`src/rtl/des_pkg.sv`:
```
// DES IP/FP permutation tables and the shared permute helper.
// Bit numbering is DES style: bit 1 is the MSB of a 64-bit word.
package des_pkg;

  typedef enum logic {
    PERM_IP = 1'b0,
    PERM_FP = 1'b1
  } perm_mode_e;

  typedef logic [6:0] perm_tbl_t [1:64];

  localparam perm_tbl_t IP_TABLE = '{
    58, 50, 42, 34, 26, 18, 10, 2,
    60, 52, 44, 36, 28, 20, 12, 4,
    62, 54, 46, 38, 30, 22, 14, 6,
    64, 56, 48, 40, 32, 24, 16, 8,
    57, 49, 41, 33, 25, 17,  9, 1,
    59, 51, 43, 35, 27, 19, 11, 3,
    61, 53, 45, 37, 29, 21, 13, 5,
    63, 55, 47, 39, 31, 23, 15, 7
  };

  localparam perm_tbl_t FP_TABLE = '{
    40, 8, 48, 16, 56, 24, 64, 32,
    39, 7, 47, 15, 55, 23, 63, 31,
    38, 6, 46, 14, 54, 22, 62, 30,
    37, 5, 45, 13, 53, 21, 61, 29,
    36, 4, 44, 12, 52, 20, 60, 28,
    35, 3, 43, 11, 51, 19, 59, 27,
    34, 2, 42, 10, 50, 18, 58, 26,
    33, 1, 41,  9, 49, 17, 57, 25
  };

  // DES bit n lives at vector index 64-n.
  function automatic logic [63:0] des_permute(
    input logic [63:0] data,
    input perm_tbl_t   tbl
  );
    logic [63:0] res;
    res = '0;
    for (int i = 1; i <= 64; i++) begin
      res[6'(64 - i)] = data[6'(7'd64 - tbl[i])];
    end
    return res;
  endfunction

endpackage

```
`src/rtl/des_perm_stage.sv`:
```
// One pipeline slot {valid, mode, tag, data} with
// elastic ready: accepts when empty or draining.
module des_perm_stage
  import des_pkg::*;
#(
  parameter int TAG_W = 4
) (
  input  logic             clk,
  input  logic             rst_n,
  input  logic             flush,
  input  logic             up_valid,
  input  logic             up_mode,
  input  logic [TAG_W-1:0] up_tag,
  input  logic [63:0]      up_data,
  output logic             up_ready,
  input  logic             dn_ready,
  output logic             valid,
  output logic             mode,
  output logic [TAG_W-1:0] tag,
  output logic [63:0]      data
);

  always_comb begin
    up_ready = ~flush & (~valid | dn_ready);
  end

  always_ff @(posedge clk or negedge rst_n) begin
    if (!rst_n) begin
      valid <= 1'b0;
      mode  <= 1'b0;
      tag   <= '0;
      data  <= '0;
    end else begin
      if (flush) begin
        valid <= 1'b0;
      end else if (up_ready) begin
        valid <= up_valid;
      end
      if (up_ready && up_valid) begin
        mode <= up_mode;
        tag  <= up_tag;
        data <= up_data;
      end
    end
  end

endmodule

```
`src/rtl/des_perm_pipe.sv`:
```
// Pipelined DES IP/FP permutation with valid/ready,
// sideband tag and synchronous flush.
module des_perm_pipe
  import des_pkg::*;
#(
  parameter int STAGES = 2,
  parameter int TAG_W  = 4
) (
  input  logic             clk,
  input  logic             rst_n,
  input  logic             flush,
  input  logic             in_valid,
  output logic             in_ready,
  input  logic             in_mode,
  input  logic [TAG_W-1:0] in_tag,
  input  logic [63:0]      in_data,
  output logic             out_valid,
  input  logic             out_ready,
  output logic             out_mode,
  output logic [TAG_W-1:0] out_tag,
  output logic [63:0]      out_data,
  output logic             busy
);

  if (STAGES < 1 || STAGES > 4) begin : g_bad_stages
    $error("des_perm_pipe: STAGES must be 1..4");
  end
  if (TAG_W < 1 || TAG_W > 16) begin : g_bad_tag_w
    $error("des_perm_pipe: TAG_W must be 1..16");
  end

  logic             v [0:STAGES];
  logic             r [0:STAGES];
  logic             m [0:STAGES];
  logic [TAG_W-1:0] t [0:STAGES];
  logic [63:0]      d [0:STAGES];
  logic [63:0]      perm_data;

  always_comb begin
    if (in_mode == PERM_FP) begin
      perm_data = des_permute(in_data, FP_TABLE);
    end else begin
      perm_data = des_permute(in_data, IP_TABLE);
    end
  end

  assign v[0]      = in_valid;
  assign m[0]      = in_mode;
  assign t[0]      = in_tag;
  assign d[0]      = perm_data;
  assign r[STAGES] = out_ready;

  for (genvar k = 1; k <= STAGES; k++) begin : g_stage
    des_perm_stage #(
      .TAG_W(TAG_W)
    ) u_stage (
      .clk     (clk),
      .rst_n   (rst_n),
      .flush   (flush),
      .up_valid(v[k-1]),
      .up_mode (m[k-1]),
      .up_tag  (t[k-1]),
      .up_data (d[k-1]),
      .up_ready(r[k-1]),
      .dn_ready(r[k]),
      .valid   (v[k]),
      .mode    (m[k]),
      .tag     (t[k]),
      .data    (d[k])
    );
  end

  assign in_ready  = r[0];
  assign out_valid = v[STAGES];
  assign out_mode  = m[STAGES];
  assign out_tag   = t[STAGES];
  assign out_data  = d[STAGES];

  always_comb begin
    busy = 1'b0;
    for (int k = 1; k <= STAGES; k++) begin
      busy = busy | v[k];
    end
  end

endmodule

```
`config.mk`:
```
export PLATFORM = sky130hd
export DESIGN_NAME = des_perm_pipe
export DESIGN_NICKNAME = d
export VERILOG_FILES = /design/src/rtl/des_pkg.sv /design/src/rtl/des_perm_stage.sv /design/src/rtl/des_perm_pipe.sv
export SDC_FILE = /design/constraint.sdc
export NUM_CORES = 1
export LEC_CHECK = 0
export CAP_MARGIN = 20
export CORE_UTILIZATION = 33
export DETAILED_ROUTE_END_ITERATION = 10
export PLACE_DENSITY = 0.65
export SETUP_SLACK_MARGIN = 0.1
export SLEW_MARGIN = 25
export SYNTH_ARGS = -nofsm -noshare
export SYNTH_HDL_FRONTEND = slang
export SYNTH_SLANG_ARGS = --single-unit
```
`constraint.sdc`:
```
create_clock -name clk -period 1.3 [get_ports clk]
set_input_delay 0.195 -clock clk [delete_from_list [all_inputs] [get_ports clk]]
set_output_delay 0.195 -clock clk [all_outputs]
set_load 0.02 [all_outputs]
```
# After elaboration in Yosys (flattened, before gate mapping)
# Index checks and enable logic that the tools add are counted.
# classes
mux,5
n_bitwise,8
reduce_logical,4
# ops
op,n
2-to-1 mux 32 bit,1
2-to-1 mux 1 bit,4
nonzero test 2 bit,2
NOT 1 bit,3
bitwise OR 1 bit,3
bitwise AND 1 bit,2
logical AND 1 bit,2
# word_totals
ff_bits,140
in_bits,74
elab_cells,25

# Logic depth before layout (Yosys ltp)
# logic_depth
depth_word,7
ltp_mapped,5
ltp_nobuf,3

# Modules after synthesis
# From an unflattened synthesis, not the netlist that was laid out.
# unflattened
cells_unflattened,337
area_unflattened_um2,5716.7
# by_module_without_submodules
module,instances,cells_each,area_each_um2,seq_area_each_um2
des_perm_stage,2,151,2611.3,1751.7
des_perm_pipe,1,35,494.2,0.0

# Worst setup path before layout
# Ideal clock, no wire load.
# synth_path
kind,register to register
startpoint,register g_stage[2].u_stage.valid
endpoint,register g_stage[2].u_stage.data[10]
setup_time_ps,125
arrival_time_ps,1261
t_required_ps,1175
slack_ps,-86
path_stages_with_launch,6
n_path_buf,2
synth_period_minus_slack_ps,1386
path_cell_list,dfrtp_1 > nand2b_1 > nand3b_1 > buf_6 > buf_12 > mux2_4
# synth_via
elab_chain_cells,4
# synth_lines
element,line,text
from (decl),des_perm_stage.sv:17,"output logic valid,"
from (signal assigned),des_perm_stage.sv:37,valid <= up_valid;
NOT 1 bit,des_perm_stage.sv:24,up_ready = ~flush & (~valid | dn_ready);
bitwise OR 1 bit,des_perm_stage.sv:24,
bitwise AND 1 bit,des_perm_stage.sv:24,
logical AND 1 bit,des_perm_stage.sv:39,if (up_ready && up_valid) begin
to (signal assigned),des_perm_stage.sv:42,data <= up_data;
to (decl),des_perm_stage.sv:20,output logic [63:0] data
# Every way passes these cells.
# A chain may end at the register's enable or synchronous reset.

# Worst setup path after layout
# layout_path
startpoint,register g_stage[2].u_stage.valid
endpoint,register g_stage[1].u_stage.data[21]
# layout_via
elab_chain_cells,6
# layout_lines
element,line
NOT 1 bit,des_perm_stage.sv:24
bitwise OR 1 bit,des_perm_stage.sv:24
bitwise AND 1 bit,des_perm_stage.sv:24
bitwise OR 1 bit,des_perm_stage.sv:24
bitwise AND 1 bit,des_perm_stage.sv:24
logical AND 1 bit,des_perm_stage.sv:39
to (signal assigned),des_perm_stage.sv:42
to (decl),des_perm_stage.sv:20
# Every way passes these cells.

==> flow_summary.yaml <==
critical_path:
  r2r_end: "g_stage[1].u_stage.data[21]"
  r2r_slack_ns: -0.22
  slowest_delay_ns: 0.41
  criticalPathCategory: "reg -> reg"
  worst_setup_path_start_kind: "register"
  required_ns: 1.51
  cp_num_buf_inv: 3
  r2r-start: "g_stage[2].u_stage.valid"
  critical-path-slowest-cell: "dfrtp_2"
  ff2ff_path_depth: 6
  cp_top_family: "flip-flops"
  crit_top_cell: "buf_6"
  critPathCaptureType: "register"
  arrival_ns: 1.73
  path_max_fanout: 7
  path_cells: "buf_6 -> buf_6 -> nand3b_1 -> buf_4 -> nand2_4 -> mux2_4"
power:
  p_per_area_nw_per_um2: 1500
  ir_drop_mv: 0.691
  switching_power_mw: 2.42
  p_leak_nw: 2.46
  combPwrFrac: 0.296
  switching_share: 0.301
  p_int_mw: 5.63
  p_clk_frac: 0.305
  seqPwrFrac: 0.400
floorplan:
  die_y_um: 110
  die_area_um2: 12100
  core-area_um2: 11400
  ios: 146
  die_x_um: 110
  rows: 39
  initial_core_util: 0.338
cts:
  cts_root_buffer: "clkbuf_16"
  htree_num_levels: 3
  cts_tree: "yes"
  path_clk_slew_ns: 0.06
  clock_latency_ns: 0.33
  cts_made_buffers: 9
  clockBufferDepth: 2
  clock-sinks: 76
synthesis:
  synthDominantCellAreaShare: 0.494
  syn_inst: 307
  ys_seq_area_frac: 0.494
  yosys.area.top_type: "dfrtp_1"
  yosys_most_used_dff: "dfrtp_1"
  async_reset_ff_frac: 1.00
  avgSynthCellArea_um2: 12.5
  synth_area_um2: 3850
  synth.area.top_cells: "dfrtp_1 (49%), buf_4 (12%), mux2_4 (12%), mux2i_1 (7.8%), a31oi_1 (4.9%)"
  ys_warn_count: 0
  ys_top_cells_by_count: "dfrtp_1 (76), buf_4 (64), a21oi_1 (31)"
  ys_types: 20
  synth_most_common_cell: "dfrtp_1"
  synth-edff-count: 0
  ys_ff_latch: 76
sta:
  fmax_ghz: 0.656
  whs_ns: 0.373
  fin_crit_ns: 1.52
  rsz0062_at_grt: "true"
  setup_ws_ns: -0.224
  slew_viol_final: 0
  fin_crit_sh: 1.17
  worst_clock_skew_ns: 0.00598
  finalHoldViolCount: 0
  setup_violations: 78
global_route:
  grt_pass1_wl_um: 13400
  grt_remaining_overflow: 0
  grt_max_degree: 45
  antenna_found_initial: 0
  grt_pass1_vias: 2514
  grt_util_all_layers: 0.149
finish:
  nets: 470
  final_util: 0.472
  area_growth_pct: 39.4
  diodes: 0
  final_cells: 544
  drive_gt1_frac: 0.399
drt:
  drt-initial-drc-count: 95
  avgRoutedWirePerCell_um: 17.2
  wirelength_um: 9340
  ant_nets: 0
  vias: 2589
  drc: 0
  first_pass_iters: 4
  viasPerCell: 4.76
placement:
  gp_congestion: 0.713
  detailed_place_hpwl_um: 5810
  io_buffers: 97
  place_inst: 511
min_path:
  hold_class: "in -> async"
status:
  status: "finished with violations"
  violations: "negative setup slack"
flow_run:
  maxCapViolations: 0
==> power groups by stage <==
| stage | Combinational (mW) | Sequential [mW] | Clock [mW] |
|---|---|---|---|
| floorplan | 1.82 | 3.20 | 0 |
| detailed placement | 2.47 | 3.24 | 0 |
| CTS | 2.44 | 3.20 | 2.50 |
| global placement | 2.44 | 3.22 | 0 |
| global route | 2.54 | 3.29 | 2.60 |
| finish | 2.38 | 3.22 | 2.45 |
==> sequential cells by signal, indices dropped and copies added (netlist names) <==
register and cells:
g_stage.u_stage.data 64, g_stage.u_stage.tag 8, g_stage.u_stage.mode 2, g_stage.u_stage.valid 2
==> cell usage in the layout, fill, tap and decap left out, types with 2 or more instances in the layout <==
cell              n
a21oi_1          11
a21oi_2          16
a21oi_4           4
a31oi_1          30
buf_12            7
buf_16            2
buf_2             9
buf_4             8
buf_6            17
clkbuf_16        12
clkbuf_2          9
clkdlybuf4s15_2  20
clkdlybuf4s50_1  55
clkinv_2          2
clkinv_4          2
conb_1           32
dfrtp_1          75
mux2_2            7
mux2_4           37
mux2i_1          30
nand3b_1          2
nor2_1            2
==> worst max path at each step <==
| stage | start | end | slack, ns | depth (start not counted) |
|---|---|---|---|---|
| 4_1_cts | g_stage[2].u_stage.valid | busy | -0.14 | 3 |
| 3_3_place_gp | out_ready | in_ready | -0.55 | 4 |
| 5_1_grt | g_stage[2].u_stage.valid | g_stage[1].u_stage.data[21] | -0.24 | 6 |
| 2_1_floorplan | g_stage[2].u_stage.valid | g_stage[2].u_stage.data[10] | -0.04 | 5 |
| 6_report | g_stage[2].u_stage.valid | g_stage[1].u_stage.data[21] | -0.22 | 6 |
| 3_5_place_dp | out_ready | in_ready | -0.55 | 4 |
==> stage by stage <==
step	power (mW)	TNS (ns)	instance area (um^2)	setup WS (ns)
final	8.05	-10.73	5370	-0.224
after global placement	5.66	-29.59	4710	-0.551
after floorplan	5.03	-1.31	3990	-0.0435
after global routing	8.42	-14.04	5370	-0.239
after detailed placement	5.71	-30.11	4710	-0.548
after CTS	8.14	-8.76	5260	-0.145
==> tightest hold or removal path: cells and delay by family <==
| kind | cells | cell delay, ns |
|---|---|---|
| buf+inv | 3 | 0.86 |
==> cell type report <==
type                    instances  area, um^2
well taps                     143         179
repair buffers                131        1400
fillers                      1052        6000
flip-flops and latches         76        1900
clock inverters                 6        65.1
clock buffers                  10         229
multi-input cells             177        1590
inverters                       1        3.75
==> kinds of logic (layout without fill, tap and decap cells) <==
group,Yosys count,in the layout,synth area share
simple gates,10,10,0.0163
other cells,1,32,0.000975
mux,74,74,0.236
buf+inv,85,148,0.163
flops,76,76,0.494
compound gates,61,61,0.0891
==> routing by layer <==
| metal | global-route usage | share of wire | routed length, um | vias up |
|---|---|---|---|---|
| met4 | 0.0486 | 0.012 | 114 | 0 |
| met2 | 0.249 | 0.48 | 4480 | 109 |
| met1 | 0.190 | 0.44 | 4110 | 1289 |
| met5 | 0 | 0 | 0 | - |
| li1 | - | - | - | 1181 |
| met3 | 0.0364 | 0.068 | 638 | 10 |
==> timing repair <==
item                                    in CTS  in global routing
resized for setup                          145                 43
pin swaps                                    3                  3
endpoints found under the setup margin     114                 95
gates cloned                                 2                  3
setup buffers                               10                  2
hold buffers                                 1                  0
hold endpoints to repair                    76                  0
Power figures use the tool's default switching activity.
